==> src/rtl/alu_op_sequencer.sv <==
// Issue stage for an 8-bit combinational ALU: small register file, command
// handshake, registered ALU operands and flagged writeback of the ALU result.
module alu_op_sequencer #(
    parameter int W    = 8,
    parameter int NREG = 4,
    parameter int AW   = 2
) (
    input  logic          clk,
    input  logic          rst,

    input  logic          cmd_valid,
    output logic          cmd_ready,
    input  logic [2:0]    cmd_op,
    input  logic [AW-1:0] cmd_ra,
    input  logic [AW-1:0] cmd_rb,
    input  logic [AW-1:0] cmd_rd,
    input  logic          cmd_imm_en,
    input  logic [W-1:0]  cmd_imm,

    input  logic          wr_en,
    input  logic [AW-1:0] wr_addr,
    input  logic [W-1:0]  wr_data,
    input  logic [AW-1:0] rd_addr,
    output logic [W-1:0]  rd_data,

    output logic [2:0]    alu_sel,
    output logic [W-1:0]  alu_a,
    output logic [W-1:0]  alu_b,
    input  logic [W-1:0]  alu_y,

    output logic          done,
    output logic [W-1:0]  res,
    output logic          zero,
    output logic          neg
);

    typedef enum logic {
        IDLE = 1'b0,
        EXEC = 1'b1
    } state_t;

    state_t          state;
    logic [W-1:0]    regs [NREG];
    logic [AW-1:0]   rd_q;

    assign cmd_ready = (state == IDLE);
    assign rd_data   = regs[rd_addr];

    // The EXEC writeback is assigned after the host write, so on an address
    // clash the ALU result wins; operands are sampled from pre-edge contents.
    always_ff @(posedge clk or posedge rst) begin
        if (rst) begin
            state   <= IDLE;
            for (int i = 0; i < NREG; i++) begin
                regs[i] <= '0;
            end
            rd_q    <= '0;
            alu_sel <= '0;
            alu_a   <= '0;
            alu_b   <= '0;
            res     <= '0;
            zero    <= 1'b0;
            neg     <= 1'b0;
            done    <= 1'b0;
        end else begin
            done <= 1'b0;
            if (wr_en) begin
                regs[wr_addr] <= wr_data;
            end
            case (state)
                IDLE: begin
                    if (cmd_valid) begin
                        alu_sel <= cmd_op;
                        alu_a   <= regs[cmd_ra];
                        alu_b   <= cmd_imm_en ? cmd_imm : regs[cmd_rb];
                        rd_q    <= cmd_rd;
                        state   <= EXEC;
                    end
                end
                EXEC: begin
                    regs[rd_q] <= alu_y;
                    res        <= alu_y;
                    zero       <= (alu_y == '0);
                    neg        <= alu_y[W-1];
                    done       <= 1'b1;
                    state      <= IDLE;
                end
                default: state <= IDLE;
            endcase
        end
    end

endmodule

==> config.mk <==
export PLATFORM = sky130hd
export DESIGN_NAME = alu_op_sequencer
export DESIGN_NICKNAME = d
export VERILOG_FILES = /design/src/rtl/alu_op_sequencer.sv
export SDC_FILE = /design/constraint.sdc
export NUM_CORES = 1
export LEC_CHECK = 0
export BUFFER_PORTS_ARGS = -buffer_cell sky130_fd_sc_hd__buf_2
export CORE_ASPECT_RATIO = 0.75
export CORE_MARGIN = 2
export CORE_UTILIZATION = 55
export DETAILED_ROUTE_END_ITERATION = 8
export PLACE_DENSITY_LB_ADDON = 0.25
export SLEW_MARGIN = 30
export SYNTH_ARGS = -nofsm -noshare
export SYNTH_HDL_FRONTEND = slang
export SYNTH_SLANG_ARGS = --single-unit
==> constraint.sdc <==
create_clock -name clk -period 4.89 [get_ports clk]
set_input_delay 0.978 -clock clk [delete_from_list [all_inputs] [get_ports clk]]
set_output_delay 0.978 -clock clk [all_outputs]
set_load 0.02 [all_outputs]
==> results of run 1 <==
## synthesized netlist by cell type
| library cell | number | area (um2) |
|---|---|---|
| and3_1 | 1 | 6.26 |
| clkbuf_2 | 1 | 5.00 |
| mux2_2 | 21 | 236 |
| dfrtp_1 | 64 | 1600 |
| nand2_1 | 8 | 30.0 |
| nand3b_1 | 4 | 30.0 |
| nor2b_1 | 1 | 6.26 |
| nor2_1 | 32 | 120 |
| or3b_1 | 1 | 8.76 |
| clkbuf_1 | 3 | 11.3 |
| o21ai_0 | 7 | 35.0 |
| nand3_1 | 2 | 10.0 |
| mux4_2 | 24 | 541 |
| nor4_1 | 2 | 12.5 |
| buf_4 | 3 | 22.5 |
| inv_1 | 3 | 11.3 |
| o21ai_1 | 2 | 10.0 |
| nor3b_1 | 1 | 7.51 |
| a21oi_1 | 32 | 160 |
| buf_6 | 3 | 33.8 |
| mux2i_1 | 40 | 400 |
| buf_2 | 12 | 60.1 |
## per-layer routing
metal	GRT usage [%]	share of wire [%]	vias up
met2	38.8	47	110
li1	-	-	1124
met1	36.2	44	1232
met5	0	0	-
met3	6.31	8.2	12
met4	7.57	1.3	0
## path summary, 6_finish.rpt
kind / startpoint / end / cells past startpoint
setup / recovery: rd_addr[0] / rd_data[7] / 3
hold / removal: alu_sel[0]$_DFFE_PP0P_ / alu_sel[0]$_DFFE_PP0P_ / 1
setup reg to reg: state$_DFF_PP0_ / regs[15]$_DFF_PP0_ / 3
hold reg to reg: alu_sel[0]$_DFFE_PP0P_ / alu_sel[0]$_DFFE_PP0P_ / 1
max in group asynchronous: rst / regs[20]$_DFF_PP0_ / 3
min in group asynchronous: rst / alu_b[2]$_DFFE_PP0P_ / 3
## kinds of logic after synthesis
kind of cell / count (synthesis) / synth area share, %
flops: 64 / 47.7
compound gates: 41 / 6.11
simple gates: 52 / 6.89
buf+inv: 25 / 4.28
mux: 85 / 35.0
## sequential cells by signal, indices dropped and copies added (netlist names)
register,cells
state,1
alu_sel,3
rd_q,2
zero,1
alu_b,8
done,1
alu_a,8
regs,32
res,8
## layout make-up
type / instances / area, um2 / area share [%]
multi-input cells: 178 / 1620 / 41.2
flip-flops and latches: 64 / 1600 / 40.8
inverters: 3 / 11.3 / 0.287
repair buffers: 83 / 423 / 10.8
clock buffers: 12 / 155 / 3.96
clock inverters: 3 / 17.5 / 0.447
well taps: 78 / 97.6 / 2.49
## power by group
group	leakage, nW	internal [mW]	switching [mW]	total, mW
Sequential	0.736	0.671	0.122	0.793
Clock	0.0882	0.207	0.198	0.405
Combinational	1.00	0.278	0.283	0.561
Total	1.83	1.16	0.603	1.76
## worst register-to-register path: cells and delay by family (launching register included)
kind | cells | cell delay (ns)
AO/OA/AOI/OAI | 1 | 0.06
flip-flops | 1 | 0.77
AND/OR/NAND/NOR | 2 | 0.89
==> reports/metrics.cfg, run 1 <==
[outcome]
status=finished clean

[layout]
post-route-util_pct=67.0
final_nets=381
final_cell_mix=buf_2, dfrtp_1, mux2i_1, nor2_1, a21oi_1
filler_cell_count=487
postLayoutCellArea_mm2=0.00392
area.growth.synth_to_final_pct=16.8
stdcell_count=421
layout-drive-gt1-share_pct=42.0
diodes=0
layout_commonest_cell=buf_2

[critical_path]
worstPathArrival_ns=1.97
cp_slowest_cell=mux4_2
r2r_setup_slack_ns=3.02
path_max_fanout=8
cp_common_cell=buf_2
critPathMaxStageDelay_ns=0.55
start_kind=input pin
crit_buf_inv=2
path_class=in2out
crit_chain=buf_2 -> mux4_2 -> buf_2
endpoint_kind=output port
worstPathRequired_ns=3.91
cp_top_family=multiplexers

[floorplan]
ios=81
rows=24
initial_utilization_pct=57.4
core_area_mm2=0.00586
die_h_um=71.7
die-area_mm2=0.00676
die_w_um=94.2

[grt]
overflow=0
grt_antenna_before_repair=0
grt_pass1_wl_mm=12.5
grt_max_degree=65
grt_pass1_vias=2384
grt_use_total_pct=25.2

[pwr]
ir_worst_vdd_mv=0.257
power_mw=1.76
leakage_nw=1.83
powerDensity_mw_per_mm2=449

[routing]
drt_iter0_markers=190
drt_first_pass_iters=5
final_antenna_net_count=0
wl_per_cell_um=18.4
vias=2478
vias_per_cell=5.89
wirelength_mm=7.74
drc=0

[place]
dp.final_hpwl_mm=5.39
post-place-ws_ns=1.94
dpl_cell_area_mm2=0.00375
gp_congestion=0.803
dp_cells=406
numPortBuffers=80

[clock_tree]
cts_buffers=9
clk_pin_slew_ns=0.07
cts_buffer_depth=2
cts_root_buf=clkbuf_8
cts_setup_buffers=0
h-tree-depth=3
hold_buffers=0
clkLatencyLatePin_ns=0.35
clock_sinks=64
cts_tree=built
cts_resized=0

[yosys]
synth_cells=267
syn_area_mm2=0.00336
ys_ff_latch=64
synth-seq-area-share_pct=47.7
synth_cell_types=22
synth_warnings=0
syn_area_per_cell_um2=12.6
synth_nets=309

[sta]
fmax_mhz=339
hold_viol_final=0
fin_setup_tns_ns=0
min_period_ns=2.95
setup_viol=0
hold_ws_ns=0.500
slew_viol_final=0
slew_headroom_pct=46.5
clock_skew_ns=0.00743
period_share_pct=60.4
rsz0062_at_grt=no
worstMarginPinSlew_ns=0.802
layout_setup_ws_ns=1.94

[min_path]
holdCritPathClass=reg2reg

[run]
drv_cap=0

No activity file was read; power rests on OpenSTA's default activity.
==> run 2: changes to the inputs <==
CORE_UTILIZATION = 54   (was 55)
clock period = 3 ns   (was 4.89 ns; I/O delays follow)
==> run 2 against run 1 <==
Effect of this change: setup slack worse by 1.1 ns; sequential power increased by 63%; power increased by 60%; global-route usage up 0.22 points; first-iteration DRC count shrank 47%; sequential share of layout area grew 0.065 points; register-to-register slack got worse by 1.9 ns; critical path type unchanged; largest power group unchanged.
==> reports/metrics.cfg, run 2 (synthesis results as in run 1) <==
[routing]
wl_per_cell_um=18.7  ; +1.8%
drt_iter0_markers=101  ; -47%
wirelength_mm=7.86  ; +1.5%
vias_per_cell=5.86  ; -0.45%
final_antenna_net_count=0  ; unchanged
drt_first_pass_iters=4  ; -1
drc=0  ; unchanged
vias=2461  ; -0.69%

[outcome]
status=finished clean

[layout]
diodes=0  ; unchanged
final_nets=381  ; unchanged
post-route-util_pct=66.2  ; -0.79 points
final_cell_mix=buf_2, dfrtp_1, mux2i_1, nor2_1, a21oi_1
top_register=regs
filler_cell_count=486  ; -0.21%
ff_latch_area_mm2=0.00160  ; unchanged
stdcell_count=420  ; -0.24%
layout-drive-gt1-share_pct=41.2  ; -0.75 points
largest_register_ff_count=32  ; unchanged
layout_commonest_cell=buf_2
multi_input_area_mm2=0.00162  ; unchanged
area.growth.synth_to_final_pct=16.6

[critical_path]
worstPathArrival_ns=1.61  ; -0.36 ns
worstPathRequired_ns=2.40  ; -1.51 ns
start_kind=input pin
cp_slowest_cell=mux4_2
path_max_fanout=8  ; unchanged
cp_common_cell=buf_2
critPathMaxStageDelay_ns=0.55  ; about the same
endpoint_kind=output port
crit_chain=buf_2 -> mux4_2 -> buf_2
path_class=in2out

[clock_tree]
clk_pin_slew_ns=0.07  ; about the same
h-tree-depth=3  ; unchanged
cts_resized=0  ; unchanged
clkLatencyLatePin_ns=0.34  ; about the same
cts_buffer_depth=2  ; unchanged
cts_buffers=9  ; unchanged
cts_root_buf=clkbuf_8
clock_sinks=64  ; unchanged
hold_buffers=0  ; unchanged
cts_setup_buffers=0  ; unchanged
cts_tree=built

[sta]
hold_viol_final=0  ; unchanged
fin_setup_tns_ns=0  ; unchanged
clock_skew_ns=0.0107  ; +0.00323 ns
hold_ws_ns=0.348  ; -0.151 ns
worstMarginPinSlew_ns=0.673  ; -0.129 ns
slew_viol_final=0  ; unchanged
min_period_ns=2.21
rsz0062_at_grt=no
setup_viol=0  ; unchanged
slew_headroom_pct=55.1  ; +8.5 points
period_share_pct=73.5
fmax_mhz=453

[pwr]
leakage_nw=1.82  ; -0.24%
power_mw=2.82  ; +60%
powerDensity_mw_per_mm2=721  ; +61%
ir_worst_vdd_mv=0.347  ; +35%

[place]
gp_congestion=0.797  ; -0.82%
dp.final_hpwl_mm=5.52  ; +2.5%
numPortBuffers=80  ; unchanged
dp_cells=406  ; unchanged

[floorplan]
die-area_mm2=0.00687  ; +1.8%
die_w_um=95.1  ; +0.88%
ios=81  ; unchanged
core_area_mm2=0.00592  ; +1.0%
rows=24  ; unchanged
die_h_um=72.3  ; +0.86%
initial_utilization_pct=56.8  ; -0.58 points

[grt]
grt_pass1_wl_mm=12.6  ; +0.99%
overflow=0  ; unchanged
grt_use_total_pct=25.4  ; +0.22 points
grt_antenna_before_repair=0  ; unchanged
grt_pass1_vias=2364  ; -0.84%
grt_max_degree=37  ; -43%

[min_path]
holdCritPathClass=in2async

[run]
drv_cap=0  ; unchanged

[run 2: final timing paths]
| check | slack (ns) | from | to | cells past startpoint |
|---|---|---|---|---|
| max in group asynchronous | 2.01 | rst | regs[9]$_DFF_PP0_ | 3 |
| hold reg to reg | 0.50 | alu_a[3]$_DFFE_PP0P_ | alu_a[3]$_DFFE_PP0P_ | 1 |
| min in group clk | 0.49 | cmd_op[0] | alu_sel[0]$_DFFE_PP0P_ | 2 |
| setup reg to reg | 1.13 | state$_DFF_PP0_ | regs[11]$_DFF_PP0_ | 3 |
| setup / recovery | 0.79 | rd_addr[0] | rd_data[7] | 3 |
| hold / removal | 0.35 | rst | alu_b[0]$_DFFE_PP0P_ | 2 |
[run 2: power breakdown]
group	internal, mW	switching (mW)	total (mW)
Combinational	0.455	0.462	0.918
Sequential	1.09	0.192	1.29
Clock	0.313	0.307	0.619
[run 2: critical path: cells and delay by family]
kind / cells / cell delay [ns]
buf+inv: 2 / 0.44
mux: 1 / 0.55
[run 2: routing by layer]
metal / track usage, % / part of all wire, % / vias up
met5: 0 / 0 / -
met4: 6.28 / 0.80 / 0
met3: 8.31 / 8.5 / 7
met2: 38.5 / 46 / 110
met1: 36.3 / 44 / 1220
li1: - / - / 1124
[run 2: layout make-up]
cell class                      count  share of cell area [%]
Timing Repair Buffer               83                    11.1
Clock inverter                      1                   0.128
Multi-Input combinational cell    178                    41.3
Clock buffer                       13                    3.80
Sequential cell                    64                    40.9
Inverter                            3                   0.288
Tap cell                           78                    2.49
[run 2: metrics by stage]
step,instance area (um2),setup slack [ns]
after global placement,3760,0.803
final,3920,0.795
after detailed placement,3760,0.784
after floorplan,3360,0.802
after CTS,3920,0.784
after global routing,3920,0.765
==> run 3: changes to the inputs <==
clock period = 2.1 ns   (was 3 ns; I/O delays follow)
==> run 3 against run 2 <==
Effect of this change: via count shrank 0.28%; sequential share of layout area down 0.88 points; non-clock buffer count rose by 6; sequential cell count unchanged; wire length is 0.22% higher; clock skew barely moved; largest cell class unchanged; clock power is 70% higher; hold slack got worse by 0.24 ns; cell count up 1.9%; final area rose by 2.2%.
==> reports/metrics.cfg, run 3 (synthesis results as in run 1) <==
[outcome]
status=finished clean

[clock_tree]
h-tree-depth=3  ; unchanged
cts_setup_buffers=0  ; unchanged
cts_buffers=9  ; unchanged
cts_root_buf=clkbuf_8
clkLatencyLatePin_ns=0.35  ; about the same
cts_tree=built
clk_pin_slew_ns=0.08  ; about the same
cts_buffer_depth=2  ; unchanged
cts_resized=0  ; unchanged
hold_buffers=0  ; unchanged
clock_sinks=64  ; unchanged

[grt]
grt_max_degree=31  ; -16%
grt_antenna_before_repair=0  ; unchanged
grt_use_total_pct=25.1  ; -0.36 points
grt_pass1_wl_mm=12.4  ; -1.9%
grt_pass1_vias=2387  ; +0.97%
overflow=0  ; unchanged

[critical_path]
critPathLaunch=regs[3]$_DFF_PP0_
endpoint_kind=output port
cp_top_family=multiplexers
cp_slowest_cell=mux4_2
r2r_end=regs[14]$_DFF_PP0_
worstPathRequired_ns=1.68  ; -0.72 ns
r2r_setup_slack_ns=0.44  ; -0.69 ns
worstPathArrival_ns=1.45  ; -0.16 ns
critPathMaxStageDelay_ns=0.49  ; -0.06 ns
r2r-start=state$_DFF_PP0_
path_class=reg2out
cp-endpoint=rd_data[3]
start_kind=register
crit_chain=mux4_2 -> buf_2
reg2reg_depth=4  ; +1
path_max_fanout=4  ; -4
cp_num_cells=2  ; -1
crit_buf_inv=1  ; -1

[layout]
layout-drive-gt1-share_pct=43.4  ; +2.2 points
diodes=0  ; unchanged
largest_register_ff_count=32  ; unchanged
area.growth.synth_to_final_pct=19.1
final_cell_mix=buf_2, dfrtp_1, mux2i_1, nor2_1, a21oi_1
top_register=regs
postLayoutCellArea_mm2=0.00400  ; +2.2%
filler_cell_count=479  ; -1.4%
layout_commonest_cell=buf_2
post-route-util_pct=67.7  ; +1.5 points
ff_latch_area_mm2=0.00160  ; unchanged
final_nets=387  ; +1.6%
multi_input_area_mm2=0.00162  ; unchanged

[routing]
final_antenna_net_count=0  ; unchanged
vias_per_cell=5.73  ; -2.1%
wirelength_mm=7.87  ; +0.22%
drc=0  ; unchanged
drt_first_pass_iters=4  ; unchanged
drt_iter0_markers=97  ; -4.0%
wl_per_cell_um=18.4  ; -1.7%
vias=2454  ; -0.28%

[place]
dpl_cell_area_mm2=0.00381  ; +1.2%
numPortBuffers=80  ; unchanged
gp_congestion=0.794  ; -0.29%
dp.final_hpwl_mm=5.63  ; +2.0%

[floorplan]
core_area_mm2=0.00592  ; unchanged
die-area_mm2=0.00687  ; unchanged
ios=81  ; unchanged
die_w_um=95.1  ; unchanged
die_h_um=72.3  ; unchanged
rows=24  ; unchanged
initial_utilization_pct=56.8  ; unchanged

[sta]
rsz0062_at_grt=no
setup_viol=0  ; unchanged
min_period_ns=1.87
period_share_pct=89.0
slew_viol_final=0  ; unchanged
slew_headroom_pct=56.0  ; +0.97 points
hold_viol_final=0  ; unchanged
worstMarginPinSlew_ns=0.657  ; -0.0156 ns
clock_skew_ns=0.0104  ; -0.000228 ns
fmax_mhz=535
fin_setup_tns_ns=0  ; unchanged

[pwr]
ir_worst_vdd_mv=0.628  ; +81%
powerDensity_mw_per_mm2=1050  ; +46%
leakage_nw=1.87  ; +2.2%

[run]
drv_cap=0  ; unchanged

[min_path]
holdCritPathClass=in2async

run 3: layout make-up:
class | count | share of cell area, %
multi-input combinational | 178 | 40.4
tap | 78 | 2.44
inverter | 3 | 0.281
timing repair buffer | 89 | 12.0
sequential | 64 | 40.0
clock inverter | 7 | 1.78
clock buffer | 9 | 3.09
run 3: worst reg2reg max path, stage by stage (launching register included):
cell and delay, ns:
dfrtp_1 0.47, buf_4 0.25, nand3b_1 0.48, nor2_1 0.25
a21oi_1 0.06
run 3: worst min-delay path by stage:
stage               startpoint                    to  cells past startpoint
3_3_place_gp               rst  alu_b[0]$_DFFE_PP0P_                      2
6_report                   rst  alu_b[0]$_DFFE_PP0P_                      2
2_1_floorplan  state$_DFF_PP0_        done$_DFF_PP0_                      0
4_1_cts                    rst     regs[6]$_DFF_PP0_                      2
5_1_grt                    rst  alu_b[0]$_DFFE_PP0P_                      2
3_5_place_dp               rst  alu_b[0]$_DFFE_PP0P_                      2
run 3: report_power, final:
part	switching, mW	internal, mW
Combinational	0.667	0.658
Clock	0.502	0.547
Sequential	0.276	1.56
Total	1.44	2.77
run 3: stage by stage:
| stage | hold WS (ns) | power, mW | worst slack, ns | std cells |
|---|---|---|---|---|
| after global placement | 0.482 | 3.12 | 0.268 | 412 |
| after detailed placement | 0.485 | 3.18 | 0.261 | 412 |
| after CTS | 0.111 | 4.24 | 0.220 | 428 |
| final | 0.107 | 4.21 | 0.231 | 428 |
| after global routing | 0.134 | 4.45 | 0.189 | 428 |
| after floorplan | 0.355 | 2.74 | 0.0819 | 267 |
run 3: layer usage:
layer  vias up  global-route usage [%]  share of wire, %
li1       1141                       -                 -
met1      1202                    33.1                44
met2       100                    40.0                48
met3        11                    7.37               7.3
met4         0                    9.18               1.1
met5         -                       0                 0
